--- config.mk ---
export PLATFORM = sky130hd
export DESIGN_NAME = reward_update_engine
export DESIGN_NICKNAME = d
export VERILOG_FILES = /design/src/rtl/reward_update_engine.sv
export SDC_FILE = /design/constraint.sdc
export NUM_CORES = 1
export LEC_CHECK = 0
export ABC_CLOCK_PERIOD_IN_PS = 11900
export CORE_ASPECT_RATIO = 0.75
export CORE_MARGIN = 8
export CORE_UTILIZATION = 40
export DETAILED_ROUTE_END_ITERATION = 12
export PLACE_DENSITY = 0.75
export SYNTH_ARGS = -nofsm -noshare
export SYNTH_HDL_FRONTEND = slang
export SYNTH_SLANG_ARGS = --single-unit
--- constraint.sdc ---
create_clock -name clock -period 11.9 [get_ports clock]
set_clock_uncertainty 0.1 [all_clocks]
set_input_delay 2.975 -clock clock [delete_from_list [all_inputs] [get_ports clock]]
set_output_delay 2.975 -clock clock [all_outputs]
set_load 0.005 [all_outputs]
--- src/rtl/reward_update_engine.sv ---
// Reward update sequencer: writes node ID to the cluster table, copies NUM_WORDS Q-values into the
// action's packet slot, then appends a cluster-ID trailer. Optional index check: REWARD_BOUNDS_CHECK_EN.
module reward_update_engine #(
    parameter int WORD_WIDTH   = 16,
    parameter int ADDR_WIDTH   = 11,
    parameter int STRIDE_SHIFT = 1,
    parameter logic [ADDR_WIDTH-1:0] NODE_BASE = 11'h148,
    parameter logic [ADDR_WIDTH-1:0] QVAL_BASE = 11'h1C8,
    parameter logic [ADDR_WIDTH-1:0] PKT_BASE  = 11'h048,
    parameter int NUM_WORDS    = 4,
    parameter int RD_LAT       = 1,
    parameter int MAX_IDX      = 64
) (
    input  logic                  clock,
    input  logic                  nrst,
    input  logic                  start,
    input  logic [WORD_WIDTH-1:0] my_node_id,
    input  logic [WORD_WIDTH-1:0] my_cluster_id,
    input  logic [WORD_WIDTH-1:0] action,
    input  logic [WORD_WIDTH-1:0] besthop,
    input  logic [WORD_WIDTH-1:0] mem_rdata,
    output logic [ADDR_WIDTH-1:0] mem_addr,
    output logic [WORD_WIDTH-1:0] mem_wdata,
    output logic                  mem_we,
    output logic                  mem_re,
    output logic                  busy,
    output logic                  done,
    output logic                  err
);

    // state   | meaning
    // IDLE    | waiting for start, all outputs low
    // WR_NODE | write node ID into cluster table
    // RD_REQ  | issue Q-value read for word i
    // RD_WAIT | wait RD_LAT cycles, capture on the last one
    // WR_PKT  | write captured word into packet slot, advance i
    // WR_TRL  | write cluster-ID trailer
    // DONE    | one-cycle completion pulse
    localparam logic [2:0] S_IDLE    = 3'd0;
    localparam logic [2:0] S_WR_NODE = 3'd1;
    localparam logic [2:0] S_RD_REQ  = 3'd2;
    localparam logic [2:0] S_RD_WAIT = 3'd3;
    localparam logic [2:0] S_WR_PKT  = 3'd4;
    localparam logic [2:0] S_WR_TRL  = 3'd5;
    localparam logic [2:0] S_DONE    = 3'd6;

    localparam int IW = (NUM_WORDS > 1) ? $clog2(NUM_WORDS) : 1;
    localparam int CW = (RD_LAT > 1) ? $clog2(RD_LAT) : 1;
    localparam logic [31:0] SLOT_WORDS = 32'(NUM_WORDS + 1);
    localparam logic [31:0] TRL_OFS    = 32'(NUM_WORDS);

    logic [2:0]            state, nxt_state;
    logic [IW-1:0]         word_i, nxt_i;
    logic [CW-1:0]         wait_cnt, nxt_wait;
    logic [WORD_WIDTH-1:0] node_q, cluster_q, action_q, besthop_q;
    logic [WORD_WIDTH-1:0] eff_node, eff_cluster, eff_action, eff_besthop;
    logic                  err_q, nxt_err, idx_bad;
    logic [ADDR_WIDTH-1:0] nxt_addr;
    logic [WORD_WIDTH-1:0] nxt_wdata;
    logic                  nxt_we, nxt_re;
    logic [31:0]           slot_idx;

    function automatic logic [ADDR_WIDTH-1:0] addr_of(input logic [ADDR_WIDTH-1:0] base,
                                                      input logic [31:0] idx);
        logic [31:0] sum;
        sum = 32'(base) + (idx << STRIDE_SHIFT);
        return sum[ADDR_WIDTH-1:0];
    endfunction

`ifdef REWARD_BOUNDS_CHECK_EN
    localparam logic [31:0] LAST_OFS = 32'(NUM_WORDS - 1);
    localparam logic [31:0] MAX_U    = 32'(MAX_IDX);
    assign idx_bad = (32'(my_cluster_id) >= MAX_U) ||
                     ((32'(besthop) + LAST_OFS) >= MAX_U) ||
                     (32'(action) >= MAX_U);
`else
    assign idx_bad = 1'b0;
`endif

    always_comb begin
        nxt_state   = state;
        nxt_i       = word_i;
        nxt_wait    = wait_cnt;
        nxt_err     = err_q;
        eff_node    = node_q;
        eff_cluster = cluster_q;
        eff_action  = action_q;
        eff_besthop = besthop_q;
        case (state)
            S_IDLE: begin
                if (start) begin
                    eff_node    = my_node_id;
                    eff_cluster = my_cluster_id;
                    eff_action  = action;
                    eff_besthop = besthop;
                    nxt_i       = '0;
                    nxt_err     = idx_bad;
                    nxt_state   = idx_bad ? S_DONE : S_WR_NODE;
                end
            end
            S_WR_NODE: nxt_state = S_RD_REQ;
            S_RD_REQ: begin
                nxt_state = S_RD_WAIT;
                nxt_wait  = CW'(RD_LAT - 1);
            end
            S_RD_WAIT: begin
                if (wait_cnt == '0) nxt_state = S_WR_PKT;
                else                nxt_wait  = wait_cnt - CW'(1);
            end
            S_WR_PKT: begin
                nxt_i     = word_i + IW'(1);
                nxt_state = (word_i == IW'(NUM_WORDS - 1)) ? S_WR_TRL : S_RD_REQ;
            end
            S_WR_TRL: nxt_state = S_DONE;
            S_DONE:   nxt_state = S_IDLE;
            default:  nxt_state = S_IDLE;
        endcase
    end

    // Outputs are decoded from the next state so they are registered yet valid in their own state.
    always_comb begin
        slot_idx  = 32'(eff_action) * SLOT_WORDS;
        nxt_addr  = '0;
        nxt_wdata = '0;
        nxt_we    = 1'b0;
        nxt_re    = 1'b0;
        case (nxt_state)
            S_WR_NODE: begin
                nxt_addr  = addr_of(NODE_BASE, 32'(eff_cluster));
                nxt_wdata = eff_node;
                nxt_we    = 1'b1;
            end
            S_RD_REQ: begin
                nxt_addr = addr_of(QVAL_BASE, 32'(eff_besthop) + 32'(nxt_i));
                nxt_re   = 1'b1;
            end
            S_WR_PKT: begin
                nxt_addr  = addr_of(PKT_BASE, slot_idx + 32'(nxt_i));
                nxt_wdata = mem_rdata;
                nxt_we    = 1'b1;
            end
            S_WR_TRL: begin
                nxt_addr  = addr_of(PKT_BASE, slot_idx + TRL_OFS);
                nxt_wdata = eff_cluster;
                nxt_we    = 1'b1;
            end
            default: ;
        endcase
    end

    always_ff @(posedge clock or negedge nrst) begin
        if (!nrst) begin
            state     <= S_IDLE;
            word_i    <= '0;
            wait_cnt  <= '0;
            node_q    <= '0;
            cluster_q <= '0;
            action_q  <= '0;
            besthop_q <= '0;
            err_q     <= 1'b0;
            mem_addr  <= '0;
            mem_wdata <= '0;
            mem_we    <= 1'b0;
            mem_re    <= 1'b0;
            busy      <= 1'b0;
            done      <= 1'b0;
        end else begin
            state     <= nxt_state;
            word_i    <= nxt_i;
            wait_cnt  <= nxt_wait;
            node_q    <= eff_node;
            cluster_q <= eff_cluster;
            action_q  <= eff_action;
            besthop_q <= eff_besthop;
            err_q     <= nxt_err;
            mem_addr  <= nxt_addr;
            mem_wdata <= nxt_wdata;
            mem_we    <= nxt_we;
            mem_re    <= nxt_re;
            busy      <= (nxt_state != S_IDLE) && (nxt_state != S_DONE);
            done      <= (nxt_state == S_DONE);
        end
    end

    assign err = err_q;

endmodule

== After elaboration in Yosys (flattened, before gate mapping) ==
Index checks and enable logic that the tools add are counted.
Word-level totals
  output and inout bits: 32
  bits in registers: 101
  word-level logic and storage cells: 60
Operators by class
  reductions and logical operators: 5
  add/subtract/negate cells: 9
  multiplexer cells: 20
  eq/ne operators: 12
  $mul: 1
Operator list (number)
  $mux W16: 8
  $pmux W16 S3: 1
  $pmux W11 S4: 1
  $add A7 B11 Y11 const A: 2
  $add A9 B11 Y11 const A: 2
  $add A10 B2 Y10: 2
  $pmux W3 S6: 1
  $mul A16 B3 Y10 const B: 1
  $eq A3 B3 Y1 const B: 5
  $add A10 B3 Y10 const B: 1
  $eq A3 B2 Y1 const B: 3
  $mux W3: 3
  $eq A3 B1 Y1 const B: 2
  $pmux W2 S2: 1
  $logic_not A3 Y1: 1
  $mux W1: 3
  $ne A3 B3 Y1 const B: 1
  $reduce_bool A3 Y1: 1
  $reduce_or A3 Y1: 1
  $add A2 B1 Y2 const B: 1
  $eq A2 B2 Y1 const B: 1
  $mux W2: 1
  $pmux W1 S2: 1
  $reduce_bool A2 Y1: 1
  2 further kinds: 2

== Longest topological paths before layout ==
  depth after elaboration: 6
  mapped depth: 18
  mapped depth without buffers: 14

== Least setup slack after synthesis ==
OpenSTA, ideal clock, no wires.
  path type: input -> register
  from: input port start
  to: register mem_addr[9]
  data required time: 11.713 ns
  cell stages on the path: 17
  buffers on the path: 3
  path slack: 4.854 ns
  data arrival time: 6.859 ns
  cells stage by stage: nor4b_4 > buf_2 > buf_2 > buf_1 > mux2i_1 > inv_1 > ha_1 > ha_1 > fa_1 > a21o_1 > a21oi_1 > xnor2_1 > and3b_1 > nand4_1 > xnor2_1 > or4b_1 > o211ai_1
On the way
  word-level cells in the longest chain between the ends: 6
  elaborated cells between the ends (all ways): 23
  those cells by class: add/sub: 7; mul: 1; eq/ne: 4; mux: 11
RTL lines
  start, declared: RTL line 16  | input logic start,
  $mux W16 *: RTL line 91  | if (start) begin
  $mux W16 *: RTL line 89  | case (state)
  net eff_action[2]: RTL line 56  | logic [WORD_WIDTH-1:0] eff_node, eff_cluster, eff_action, eff_besthop;
  $mul A16 B3 Y10 *: RTL line 122  | slot_idx = 32'(eff_action) * SLOT_WORDS;
  $add A10 B3 Y10 or $add A10 B2 Y10 (tied branches): RTL line 143, 138
  $add A7 B11 Y11: RTL line 66  | sum = 32'(base) + (idx << STRIDE_SHIFT);
  $pmux W11 S4 *: RTL line 127  | case (nxt_state)
  net nxt_addr[9]: RTL line 58  | logic [ADDR_WIDTH-1:0] nxt_addr;
  end signal, assigned: RTL line 176  | mem_addr <= nxt_addr;
  end, declared: RTL line 22  | output logic [ADDR_WIDTH-1:0] mem_addr,
Mark *: on every way through the listed nets, which the timed path passes. The rest lies on a longest branch.
A chain may end at the register's enable or synchronous reset.

== Worst setup path in the final report ==
Ends and elaborated chain as after synthesis.

==> metrics.txt <==
first-pass GRT wire length 17900 um; vias in the first global route 3610; share of the synthesized area in the top cell type 42.8%; CP Max Fanout 65; Post-synth EDFFs 0; Die Area 13900 um2; Min Hold Slack 0.370 ns; clock network fraction of total power 14.8%; Worst R2R Setup Slack 7.18 ns; antenna cells 0; Seq pwr share 22.2%; combinational share of power 63.0%; number of library cell types mapped by synthesis 57; initial core utilization 40.7%; Seq cells post-synth 71; Ys Warns 0; Synth Cell Area 4150 um2; worst-case clock buffer depth 2; Worst IR Drop VDD 0.175 mV; sequential area share after synthesis 42.8%; number of port buffers 100; critical path's top delay family buffers and inverters; period utilisation layout 60.9%; via count 3580; source of the worst register-to-register timing path state[1]$_DFF_PN0_; Critical Path AT 7.40 ns; Clk Latency, worst-skew pair 0.33 ns; top_reg_cell synth dfrtp_1; wire per inst 15.6 um; top cells by area, synth dfrtp_1 43%, nand2_1 12%, xnor2_1 5.9%; worst path bufs/invs 3; hold path endpoint cluster_q[15]$_DFF_PN0_; CP max-delay cell buf_4; Final HPWL DP 8050 um; DRT Pass-1 Iters 4; Hold Fails Final Rpt 0; largest net degree at the start of global routing 72; clock root buffer clkbuf_16; PostCTS Resize Cnt 0; Critical R2R Capture mem_addr[9]$_DFF_PN0_; setup_tns 0 ns; post-layout min period 7.25 ns; Startpoint Class input port; Slew Viols, Final 0; switch share 43.9%; fin nets 659; syn avg cell area 9.03 um2; area growth from synthesis to layout 33.9%; pwr dens 325 nW/um2; I/O pin count 115; Hold Crit Class register to register; Final setup viols 0; max cap viols 0; Setup Fix Bufs, Post-CTS 0; leakage 2.48 nW; Routed Antenna Nets 0; core box area 10200 um2; Post-Place Cells 680; clock-pin slew on the worst setup and hold paths 0.05 ns; hold depth 2; via/cell ratio 5.14; FF-to-FF path depth 15; All-Layer GR Usage 15.6%; die width 134 um; Max-slew headroom 40.3%; initial antenna violation count 0; Crit path required time 12.05 ns; Cell Count, Final, Fillers Out 696; # clock sinks 71; CTS tree yes; Residual DRC 0; H-tree depth 3; Inserted Clock Buffers 9; register area 1780 um2; hold_sp cluster_q[15]$_DFF_PN0_; slowest stage delay, CP 0.61 ns; largest area contributor in the netlist dfrtp_1; RSZ-0062 raised after global routing false; CP cell instances clkdlybuf4s50_1 > nor4b_4 > buf_4 > mux2i_1 > inv_1 > ha_1 > ha_1 > fa_1 > a21o_1 > a21oi_1 > xnor2_1 > and3b_1 > nand4_1 > xnor2_1 > or4b_1 > o211ai_1; Iter 0 DRT Violations 201; layout cells sized above 1 5.71%; Achievable Freq 138 MHz; area of the multi-input gates 2240 um2; height of the chip 104 um; Fillers 894; Hold Buf Count CTS 0; CP endpoint kind register; Power Internal 1.01 mW; Setup CP Type input port to register; overflow left after global routing 0; synthesized instance count 460; Tightest Pin Transition 0.895 ns; drt total wl 10900 um; status complete, no violations; Placer Congestion 0.857; Rows 32; Psw 792 uW; asr flop ratio synth 100%
registers in the layout (all words and copies together), names as in the netlist:
register	flops
mem_addr	10
mem_wdata	16
mem_we	1
mem_re	1
state	3
cluster_q	16
word_i	2
besthop_q	10
busy	1
done	1
action_q	10
power by group through the flow:
| stage | Combinational [mW] | Clock (mW) | Sequential, mW |
|---|---|---|---|
| 2_1_floorplan | 0.834 | 0 | 0.392 |
| 3_3_place_gp | 1.10 | 0 | 0.399 |
| 3_5_place_dp | 1.13 | 0 | 0.404 |
| 4_1_cts | 1.14 | 0.273 | 0.400 |
| 5_1_grt | 1.26 | 0.284 | 0.412 |
| 6_report | 1.14 | 0.268 | 0.400 |
layout make-up:
class | instances | area share [%]
clock buffer | 9 | 4.05
clock inverter | 7 | 1.30
inverter | 14 | 0.945
multi-input combinational | 355 | 40.2
sequential | 71 | 31.9
tap | 136 | 3.06
timing repair buffer | 104 | 18.4
layout by cell type, fill, tap and decap left out, types with 2 or more instances in the layout:
cell type	netlist	final
and3_1	5	5
nand2_1	130	130
o21ai_1	2	2
clkbuf_16	0	9
o21ai_0	10	10
o311ai_0	2	2
a21o_1	4	4
xnor2_1	28	28
and2_1	2	2
mux2_2	3	3
nand3_1	21	21
a21oi_1	11	11
nor3b_1	3	3
clkdlybuf4s50_1	0	99
nand4_1	11	11
inv_1	13	13
ha_1	19	19
o31ai_1	6	6
nand2b_1	3	3
fa_1	2	2
conb_1	1	2
xor2_1	15	15
clkinvlp_4	0	2
a221o_1	2	2
mux2i_1	9	9
o31a_1	5	5
nor2b_1	3	3
buf_4	2	4
clkinv_2	0	2
dfrtp_1	71	71
a211oi_1	2	2
o211ai_1	5	5
or4b_1	2	2
a21oi_2	2	2
a22oi_1	5	5
nor2_1	20	20
worst max path at each step:
| stage | slack [ns] | end | cells past startpoint | from |
|---|---|---|---|---|
| 2_1_floorplan | 4.85 | mem_addr[9]$_DFF_PN0_ | 17 | start |
| 3_3_place_gp | 4.36 | mem_addr[9]$_DFF_PN0_ | 16 | start |
| 3_5_place_dp | 4.29 | mem_addr[9]$_DFF_PN0_ | 16 | start |
| 4_1_cts | 4.60 | mem_addr[9]$_DFF_PN0_ | 16 | start |
| 5_1_grt | 4.30 | mem_addr[9]$_DFF_PN0_ | 16 | start |
| 6_report | 4.65 | mem_addr[9]$_DFF_PN0_ | 16 | start |
metal layers:
layer	vias up	track usage [%]	wire length, um
met5	-	0	0
met4	0	6.08	217
met2	119	24.0	4790
met3	20	4.78	847
met1	1676	20.0	5040
li1	1765	-	-
cells by family after synthesis:
family | Yosys count | synth area share [%]
AO/OA/AOI/OAI | 67 | 11.5
XOR/XNOR | 43 | 9.07
adder cells (fa/ha/maj) | 21 | 6.69
buffers and inverters | 35 | 3.40
flip-flops | 71 | 42.8
multiplexers | 14 | 3.86
other | 1 | 0.0903
AND/OR/NAND/NOR | 208 | 22.6
synthesized netlist by cell type (6+ instances only):
cell type / n
o21ai_0: 10
xor2_1: 15
o31ai_1: 6
clkbuf_1: 15
a21oi_1: 11
nand3_1: 21
dfrtp_1: 71
ha_1: 19
nand4_1: 11
inv_1: 13
nand2_1: 130
nor2_1: 20
mux2i_1: 9
xnor2_1: 28
stage by stage:
| step | area [um2] | setup slack [ns] | utilization (%) | power [mW] |
|---|---|---|---|---|
| 3_5_place_dp | 5260 | 4.29 | 51.6 | 1.53 |
| 5_1_grt | 5560 | 4.30 | 54.5 | 1.95 |
| 6_report | 5560 | 4.65 | 54.5 | 1.81 |
| 3_3_place_gp | 5260 | 4.36 | 51.6 | 1.50 |
| 2_1_floorplan | 4160 | 4.85 | - | 1.23 |
| 4_1_cts | 5560 | 4.60 | 54.5 | 1.82 |
tightest hold or removal path: stages, from the launching register on:
cell     delay, ns
dfrtp_1       0.32
nand2_1       0.04
nand2_1       0.07
Note: power is estimated with default switching activity, not from simulation.
